--- src/rtl/spi_con_pkg.sv ---
// Shared constants and types for the parallel-line SPI link.
// Used by both the transmitter and the receiver.
package spi_con_pkg;

  localparam int DEF_DATA_WIDTH = 8;
  localparam int DEF_LINES      = 6;

  typedef enum logic {
    IDLE,
    RECV
  } state_e;

  typedef logic [DEF_LINES-1:0][DEF_DATA_WIDTH-1:0] word_t;

endpackage

--- src/rtl/spi_pin_sync.sv ---
// Multi-flop pin synchronizer with per-bit reset value.
// All bits share one depth so bundled pins stay aligned.
module spi_pin_sync #(
  parameter int               WIDTH   = 1,
  parameter int               DEPTH   = 2,
  parameter logic [WIDTH-1:0] RST_VAL = '0
) (
  input  logic             clk_in,
  input  logic             rst_in,
  input  logic [WIDTH-1:0] d_in,
  output logic [WIDTH-1:0] q_out
);

  logic [DEPTH-1:0][WIDTH-1:0] chain_q;
  logic [DEPTH-1:0][WIDTH-1:0] chain_d;

  always_comb begin
    chain_d = {chain_q[DEPTH-2:0], d_in};
  end

  always_ff @(posedge clk_in) begin
    if (rst_in) begin
      chain_q <= {DEPTH{RST_VAL}};
    end else begin
      chain_q <= chain_d;
    end
  end

  assign q_out = chain_q[DEPTH-1];

endmodule

--- src/rtl/spi_recv_con.sv ---
// Peripheral-side receiver for the parallel-line SPI link.
// Oversamples CS/DCLK/data and emits one word per DATA_WIDTH edges.
module spi_recv_con
  import spi_con_pkg::*;
#(
  parameter int DATA_WIDTH  = DEF_DATA_WIDTH,
  parameter int LINES       = DEF_LINES,
  parameter int SYNC_STAGES = 2
) (
  input  logic                             clk_in,
  input  logic                             rst_in,
  input  logic [LINES-1:0]                 chip_data_in,
  input  logic                             chip_clk_in,
  input  logic                             chip_sel_in,
  output logic [LINES-1:0][DATA_WIDTH-1:0] data_out,
  output logic                             data_valid_out,
  output logic                             frame_err_out
);

  localparam int CW = (DATA_WIDTH > 2) ? $clog2(DATA_WIDTH) : 1;
  localparam int SW = LINES + 2;
  localparam logic [CW-1:0] LAST = CW'(DATA_WIDTH - 1);
  // CS idles high, DCLK and data idle low
  localparam logic [SW-1:0] SYNC_RST = {1'b1, {(SW-1){1'b0}}};

  typedef logic [LINES-1:0][DATA_WIDTH-1:0] lanes_t;

  logic [SW-1:0] pins;
  logic [SW-1:0] pins_s;

  assign pins = {chip_sel_in, chip_clk_in, chip_data_in};

  spi_pin_sync #(
    .WIDTH  (SW),
    .DEPTH  (SYNC_STAGES),
    .RST_VAL(SYNC_RST)
  ) u_sync (
    .clk_in(clk_in),
    .rst_in(rst_in),
    .d_in  (pins),
    .q_out (pins_s)
  );

  logic             clk_prev_q, clk_prev_d;
  logic             rise_q, rise_d;
  logic             cs_q, cs_d;
  logic [LINES-1:0] dat_q, dat_d;

  // Edge-detect stage: keeps cs/data aligned with the rise flag
  always_comb begin
    clk_prev_d = pins_s[LINES];
    rise_d     = pins_s[LINES] & ~clk_prev_q;
    cs_d       = pins_s[LINES+1];
    dat_d      = pins_s[LINES-1:0];
  end

  always_ff @(posedge clk_in) begin
    if (rst_in) begin
      clk_prev_q <= 1'b0;
      rise_q     <= 1'b0;
      cs_q       <= 1'b1;
      dat_q      <= '0;
    end else begin
      clk_prev_q <= clk_prev_d;
      rise_q     <= rise_d;
      cs_q       <= cs_d;
      dat_q      <= dat_d;
    end
  end

  state_e        state_q, state_d;
  logic [CW-1:0] cnt_q, cnt_d;
  lanes_t        shift_q, shift_d;
  lanes_t        shift_nxt;
  lanes_t        data_q, data_d;
  logic          valid_q, valid_d;
  logic          err_q, err_d;

  always_comb begin
    state_d = state_q;
    cnt_d   = cnt_q;
    shift_d = shift_q;
    data_d  = data_q;
    valid_d = 1'b0;
    err_d   = 1'b0;
    for (int i = 0; i < LINES; i++) begin
      shift_nxt[i] = {shift_q[i][DATA_WIDTH-2:0], dat_q[i]};
    end
    unique case (state_q)
      IDLE: begin
        if (!cs_q) begin
          state_d = RECV;
          cnt_d   = '0;
          shift_d = '0;
        end
      end
      RECV: begin
        // CS release takes priority over a coincident edge
        if (cs_q) begin
          state_d = IDLE;
          err_d   = (cnt_q != '0);
        end else if (rise_q) begin
          shift_d = shift_nxt;
          if (cnt_q == LAST) begin
            cnt_d   = '0;
            data_d  = shift_nxt;
            valid_d = 1'b1;
          end else begin
            cnt_d = cnt_q + 1'b1;
          end
        end
      end
      default: state_d = IDLE;
    endcase
  end

  always_ff @(posedge clk_in) begin
    if (rst_in) begin
      state_q <= IDLE;
      cnt_q   <= '0;
      shift_q <= '0;
      data_q  <= '0;
      valid_q <= 1'b0;
      err_q   <= 1'b0;
    end else begin
      state_q <= state_d;
      cnt_q   <= cnt_d;
      shift_q <= shift_d;
      data_q  <= data_d;
      valid_q <= valid_d;
      err_q   <= err_d;
    end
  end

  assign data_out       = data_q;
  assign data_valid_out = valid_q;
  assign frame_err_out  = err_q;

endmodule

--- config.mk ---
export PLATFORM = sky130hd
export DESIGN_NAME = spi_recv_con
export DESIGN_NICKNAME = d
export VERILOG_FILES = /design/src/rtl/spi_con_pkg.sv /design/src/rtl/spi_pin_sync.sv /design/src/rtl/spi_recv_con.sv
export SDC_FILE = /design/constraint.sdc
export NUM_CORES = 1
export LEC_CHECK = 0
export ABC_CLOCK_PERIOD_IN_PS = 4100
export CAP_MARGIN = 20
export CORE_ASPECT_RATIO = 0.5
export CORE_UTILIZATION = 43
export CTS_BUF_LIST = sky130_fd_sc_hd__clkbuf_16
export CTS_CLUSTER_SIZE = 20
export DETAILED_ROUTE_END_ITERATION = 16
export GPL_TIMING_DRIVEN = 0
export HOLD_SLACK_MARGIN = 0.08
export PLACE_DENSITY = 0.66
export REMOVE_ABC_BUFFERS = 1
export SLEW_MARGIN = 20
export SYNTH_ARGS = -nofsm -noshare
export SYNTH_HDL_FRONTEND = slang
export SYNTH_SLANG_ARGS = --single-unit
--- constraint.sdc ---
create_clock -name clk_in -period 4.1 [get_ports clk_in]
set_clock_uncertainty 0.05 [all_clocks]
set_input_delay 1.025 -clock clk_in [delete_from_list [all_inputs] [get_ports clk_in]]
set_output_delay 1.025 -clock clk_in [all_outputs]
set_load 0.05 [all_outputs]
==> results.sh, run 1 <==
export IMPL_outcome="finished, final reports clean"
export IMPL_endpoint_kind="output pin"
export IMPL_hold_class="reg -> reg"
export IMPL_port_buffer_count=59
export IMPL_p_seq_share_pct=44.7
export IMPL_syn_area_per_cell_um2=9.260
export IMPL_min_period_ns=2.666
export IMPL_synth_area_leaders="dfxtp_1, nand2_1, a21oi_1"
export IMPL_maxCapViolations=0
export IMPL_grt_use_total_pct=16.89
export IMPL_crit_family="buffers and inverters"
export IMPL_crit_fanout=2
export IMPL_reg2reg_depth=7
export IMPL_htreeDepth=4
export IMPL_synthMuxAreaShare_pct=0
export IMPL_netlist_area_um2=4065
export IMPL_report_final_slew_viol_count=0
export IMPL_placed_area_um2=4790
export IMPL_critical_path_class="reg -> out"
export IMPL_ir_worst_vdd_mv=0.3073
export IMPL_drive_gt1_share_pct=7.525
export IMPL_hold_depth=1
export IMPL_crit_start="data_out[31]$_SDFFE_PP0P_"
export IMPL_synth_top_cell_by_area="dfxtp_1"
export IMPL_power_density_nw_per_um2=496.7
export IMPL_setup_viol=0
export IMPL_max_freq_mhz=375.1
export IMPL_clkPwrFrac_pct=53.5
export IMPL_ctsHoldBuffers=0
export IMPL_dp_hpwl_mm=4.783
export IMPL_worst_skew_pair_late_latency_ns=0.41
export IMPL_dieHeight_um=70.76
export IMPL_switching_power_w=0.0005195
export IMPL_rows=24
export IMPL_max_slew_margin_pct=58.27
export IMPL_path_cells="clkdlybuf4s50_1"
export IMPL_swShare_pct=19.52
export IMPL_drc=0
export IMPL_p_int_w=0.002142
export IMPL_synthCells=439
export IMPL_ys_warn_count=0
export IMPL_synth_top_cell_area_share_pct=59.59
export IMPL_io_pins=60
export IMPL_antennaDiodeCount=0
export IMPL_wirelength_mm=7.867
export IMPL_worstPathArrival_ns=1.59
export IMPL_initial_core_util_pct=45.43
export IMPL_grt_start_max_net_pins=71
export IMPL_cts_repair_resized=0
export IMPL_wl_per_cell_um=12.65
export IMPL_critPathBufInv=1
export IMPL_drt_iter0_markers=188
export IMPL_cts_tree="built"
export IMPL_gp_congestion=0.6950
export IMPL_num_fill_cells=791
export IMPL_core_area_um2=8949
export IMPL_antenna_found_initial=0
export IMPL_ant_nets=0
export IMPL_critical_path_max_stage_delay_ns=0.82
export IMPL_cts_buffers=17
export IMPL_clk_pin_slew_ns=0.05
export IMPL_r2r_end="data_out[24]$_SDFFE_PP0P_"
export IMPL_synth_compound_area_share_pct=13.85
export IMPL_via_per_inst=4.815
export IMPL_grt_overflow=0
export IMPL_vias=2995
export IMPL_post_cts_buffers=0
export IMPL_firstDrtPassIters=4
export IMPL_cts_root_buf="clkbuf_16"
export IMPL_worstPathRequired_ns=3.02
export IMPL_synth_xor_area_share_pct=0
export IMPL_cts_sinks=121
export IMPL_rsz0062_at_grt="no"
export IMPL_worst_slew_pin_slew_ns=0.6241
export IMPL_cp_slowest_cell="clkdlybuf4s50_1"
export IMPL_rr_startpoint="cnt_q[0]$_SDFFE_PP0P_"
export IMPL_synth_seq_area_share_pct=59.59
export IMPL_grt_pass1_wl_mm=13.00
export IMPL_finalPower_w=0.002661
export IMPL_die_w_um=139.5
export IMPL_area_delta_synth_final_pct=31.79
export IMPL_die_area_um2=9871
export IMPL_layout_nets=505
export IMPL_ff2ff_setup_slack_ns=2.02
export IMPL_yosys_register_bits=121
export IMPL_startpoint_type="register"
export IMPL_synth_fa_ha_area_share_pct=0.9234
export IMPL_stdcell_area_um2=5358
export IMPL_worst_hold_startpoint="clk_prev_q$_SDFF_PP0_"
export IMPL_grt_pass1_vias=2736
export IMPL_post_synth_num_cell_types=23
export IMPL_synth_simple_gate_area_share_pct=20.53
export IMPL_synth_top_family_by_area="simple AND/OR/NAND/NOR gates"
export IMPL_post_route_period_util_pct=65.02
export IMPL_hold_viol=0
export IMPL_min_to="rise_q$_SDFF_PP0_"
export IMPL_cts_path_max_buffers=2
export IMPL_pwr_share_comb_pct=1.8
export IMPL_leakagePower_nw=1.829
[layout make-up]
| class | instances | area (um2) | area share [%] |
|---|---|---|---|
| Clock buffer | 17 | 425.4 | 7.940 |
| Sequential cell | 121 | 2422 | 45.21 |
| Inverter | 14 | 52.55 | 0.9808 |
| Multi-Input combinational cell | 271 | 1441 | 26.90 |
| Clock inverter | 15 | 142.6 | 2.662 |
| Tap cell | 117 | 146.4 | 2.732 |
| Timing Repair Buffer | 67 | 726.9 | 13.57 |
[per-layer routing]
| layer | global-route usage [%] | up-vias | part of all wire [%] |
|---|---|---|---|
| met5 | 0 | - | 0 |
| met1 | 21.60 | 1365 | 50 |
| li1 | - | 1578 | - |
| met2 | 25.74 | 45 | 46 |
| met3 | 5.823 | 7 | 3.5 |
| met4 | 8.272 | 0 | 0.93 |
[power groups by stage]
stage | clock network, W | logic [W] | registers (W)
4_1_cts | 0.00145 | 0.0000471 | 0.00119
3_5_place_dp | 0 | 0.0000469 | 0.00121
5_1_grt | 0.00151 | 0.0000512 | 0.00119
3_3_place_gp | 0 | 0.0000443 | 0.00121
6_report | 0.00142 | 0.0000467 | 0.00119
2_1_floorplan | 0 | 0.0000153 | 0.00121
[worst max-delay path by stage]
stage | end | slack (ns) | cells past startpoint
after detailed placement | shift_nxt[47]$_SDFFE_PP0P_ | 1.79 | 4
after CTS | data_out[31] | 1.43 | 1
after floorplan | data_out[0]$_SDFFE_PP0P_ | 1.92 | 5
after global routing | data_out[31] | 1.41 | 1
final | data_out[31] | 1.43 | 1
after global placement | shift_nxt[47]$_SDFFE_PP0P_ | -0.98 | 3
[kinds of logic after synthesis]
kind of cell / Yosys count
buf+inv: 47
flops: 121
compound gates: 96
fa+ha+maj: 3
simple gates: 172
[through the flow]
| step | setup TNS (ns) | hold slack (ns) | setup slack (ns) | utilization (%) | instances |
|---|---|---|---|---|---|
| 6_report | 0 | 0.3352 | 1.434 | 59.87 | 622 |
| 3_5_place_dp | 0 | 0.3338 | 1.794 | 53.52 | 590 |
| 5_1_grt | 0 | 0.3671 | 1.412 | 59.87 | 622 |
| 4_1_cts | 0 | 0.3414 | 1.434 | 59.87 | 622 |
| 2_1_floorplan | 0 | 0.3174 | 1.915 | - | 406 |
| 3_3_place_gp | -82.72 | 0.3221 | -0.9763 | 51.93 | 582 |
[cell usage in the layout (no fill, tap or decap), types with 2 or more instances in the layout]
master	count
nand2_1	100
o32ai_1	12
o22ai_1	30
nor2b_1	23
inv_1	17
clkdlybuf4s50_1	58
nor2_1	2
bufinv_16	3
clkbuf_16	17
clkinv_2	3
o21ai_0	3
dfxtp_1	121
buf_16	2
nand2b_1	36
a21oi_1	51
clkinv_1	5
or2_2	3
ha_1	3
buf_6	3
buf_8	2
[registers in the layout, summed over array words and instances (netlist names), 3 cells and up]
signal / cells
dat_q: 6
shift_nxt: 42
u_sync.chain_d: 8
data_out: 48
u_sync.q_out: 8
cnt_q: 3
[Yosys cell counts (all sizes together)]
cell and n:
nand2 100, nor2b 23, nor4bb 1, ha 3, o32ai 12, and3b 1
buf 15, nor2 3, nand2b 36, o22ai 30, and2b 1, clkbuf 18
inv 14, dfxtp 121, o21ai 3, nand3b 1, nor3 1, or2 3
and4b 1, a21oi 51, nand4b 1
Note: power is estimated with default switching activity, not from simulation.
==> run 2: changes to the inputs <==
--- a/config.mk
+++ b/config.mk
@@ -5,7 +5,7 @@
 export SDC_FILE = /design/constraint.sdc
 export NUM_CORES = 1
 export LEC_CHECK = 0
-export ABC_CLOCK_PERIOD_IN_PS = 4100
+export ABC_CLOCK_PERIOD_IN_PS = 2200
 export CAP_MARGIN = 20
 export CORE_ASPECT_RATIO = 0.5
 export CORE_UTILIZATION = 43
@@ -14,7 +14,7 @@
 export DETAILED_ROUTE_END_ITERATION = 16
 export GPL_TIMING_DRIVEN = 0
 export HOLD_SLACK_MARGIN = 0.08
-export PLACE_DENSITY = 0.66
+export PLACE_DENSITY = 0.68
 export REMOVE_ABC_BUFFERS = 1
 export SLEW_MARGIN = 20
 export SYNTH_ARGS = -nofsm -noshare
==> constraint.sdc (replaced) <==
create_clock -name clk_in -period 2.2 [get_ports clk_in]
set_clock_uncertainty 0.05 [all_clocks]
set_input_delay 0.55 -clock clk_in [delete_from_list [all_inputs] [get_ports clk_in]]
set_output_delay 0.55 -clock clk_in [all_outputs]
set_load 0.05 [all_outputs]
==> results.sh, run 2 (synthesis gave the netlist of run 1 again) <==
export IMPL_largest_reg_flops=48
export IMPL_worst_skew_pair_late_latency_ns=0.41
export IMPL_maxCapViolations=0
export IMPL_dieHeight_um=70.76
export IMPL_worstPathArrival_ns=1.55
export IMPL_post_route_period_util_pct=97.87
export IMPL_crit_family="buffers and inverters"
export IMPL_cts_sinks=121
export IMPL_num_fill_cells=786
export IMPL_power_density_nw_per_um2=958.3
export IMPL_grt_start_max_net_pins=73
export IMPL_tns_ns=0
export IMPL_critical_path_class="reg -> out"
export IMPL_cts_tree="built"
export IMPL_initial_core_util_pct=45.43
export IMPL_setup_viol=0
export IMPL_ff2ff_setup_slack_ns=0.33
export IMPL_firstDrtPassIters=4
export IMPL_layout_nets=508
export IMPL_finalPower_w=0.005251
export IMPL_cts_root_buf="clkbuf_16"
export IMPL_core_area_um2=8949
export IMPL_via_per_inst=4.750
export IMPL_drt_iter0_markers=132
export IMPL_critical_path_max_stage_delay_ns=0.81
export IMPL_clk_pin_slew_ns=0.05
export IMPL_startpoint_type="register"
export IMPL_vias=2969
export IMPL_endpoint_kind="output pin"
export IMPL_path_cells="clkdlybuf4s50_1"
export IMPL_area_delta_synth_final_pct=34.78
export IMPL_drive_gt1_share_pct=8.858
export IMPL_final_cell_mix="dfxtp_1, nand2_1, a21oi_1"
export IMPL_wirelength_mm=7.624
export IMPL_antennaDiodeCount=0
export IMPL_antenna_found_initial=0
export IMPL_rows=24
export IMPL_gp_congestion=0.6540
export IMPL_multiInputGateArea_um2=1441
export IMPL_cts_path_max_buffers=2
export IMPL_grt_pass1_wl_mm=12.89
export IMPL_cp_slowest_cell="clkdlybuf4s50_1"
export IMPL_htreeDepth=4
export IMPL_grt_use_total_pct=16.93
export IMPL_max_slew_margin_pct=57.42
export IMPL_wl_per_cell_um=12.20
export IMPL_hold_viol=0
export IMPL_dp_hpwl_mm=4.675
export IMPL_leakagePower_nw=2.035
export IMPL_io_pins=60
export IMPL_final_common_cell="dfxtp_1"
export IMPL_die_w_um=139.5
export IMPL_worst_slew_pin_slew_ns=0.6368
export IMPL_report_final_slew_viol_count=0
export IMPL_ir_worst_vdd_mv=0.6599
export IMPL_grt_overflow=0
export IMPL_die_area_um2=9871
export IMPL_critPathBufInv=1
export IMPL_port_buffer_count=59
export IMPL_min_period_ns=2.153
export IMPL_ff_latch_area_um2=2422
export IMPL_ant_nets=0
export IMPL_hold_class="reg -> reg"
export IMPL_max_freq_mhz=464.5
export IMPL_rsz0062_at_grt="no"
export IMPL_crit_fanout=2
export IMPL_outcome="finished, final reports clean"
export IMPL_cts_buffers=17
export IMPL_whs_ns=0.3358
export IMPL_grt_pass1_vias=2739
export IMPL_worstPathRequired_ns=1.60
export IMPL_drc=0
run 2: cell count changes in the layout (fill, tap and decap cells not counted), sizes merged, moves of 2 or more:
cell	change
inv	-2
buf	+3
clkdlybuf4s50	-9
dlymetal6s2s	+9
bufinv	+2
run 2: per-layer routing:
layer	vias up	wire, um	global-route usage, %
li1	1587	-	-
met1	1326	3860	21.00
met2	46	3327	25.63
met3	10	329	7.177
met4	0	107	8.148
met5	-	0	0
run 2: final timing paths:
path | startpoint | cells past startpoint | end
min | clk_prev_q$_SDFF_PP0_ | 1 | rise_q$_SDFF_PP0_
max | data_out[1]$_SDFFE_PP0P_ | 1 | data_out[1]
min reg2reg | clk_prev_q$_SDFF_PP0_ | 1 | rise_q$_SDFF_PP0_
max reg2reg | cnt_q[1]$_SDFFE_PP0P_ | 6 | data_out[41]$_SDFFE_PP0P_
run 2: area by class of cell:
type                            count  share of cell area [%]
Clock buffer                       17                   7.764
Timing Repair Buffer               70                   14.30
Inverter                           14                  0.9591
Multi-Input combinational cell    271                   26.31
Clock inverter                     15                   3.791
Tap cell                          117                   2.672
Sequential cell                   121                   44.21
run 2: metrics by stage:
| step | area [um2] | util [%] | setup slack, ns | instances |
|---|---|---|---|---|
| after floorplan | 3910 | - | 0.01538 | 406 |
| after global placement | 4647 | 51.93 | -2.380 | 582 |
| after detailed placement | 4801 | 53.65 | 0.1572 | 590 |
| after CTS | 5434 | 60.72 | 0.01003 | 622 |
| after global routing | 5479 | 61.23 | 0.0002723 | 625 |
| final | 5479 | 61.23 | 0.04694 | 625 |
run 2: timing repair:
action,in CTS,in global routing
buffers inserted,0,3
endpoints found under the setup margin,0,10
hold buffers,0,0
resized for setup,0,9
run 2: report_power, final:
part / internal [W] / total, W / switching [W]
clock: 0.00199 / 0.00295 / 0.000957
combinational: 0.0000421 / 0.0000871 / 0.0000450
sequential: 0.00221 / 0.00222 / 0.00000585
==> run 3: changes to the inputs <==
--- a/config.mk
+++ b/config.mk
@@ -10,7 +10,7 @@
 export CORE_ASPECT_RATIO = 0.5
 export CORE_UTILIZATION = 43
 export CTS_BUF_LIST = sky130_fd_sc_hd__clkbuf_16
-export CTS_CLUSTER_SIZE = 20
+export CTS_CLUSTER_SIZE = 24
 export DETAILED_ROUTE_END_ITERATION = 16
 export GPL_TIMING_DRIVEN = 0
 export HOLD_SLACK_MARGIN = 0.08
==> results of run 3 <==
Same layout as run 2: the final DEF is identical, and so are final timing and power.
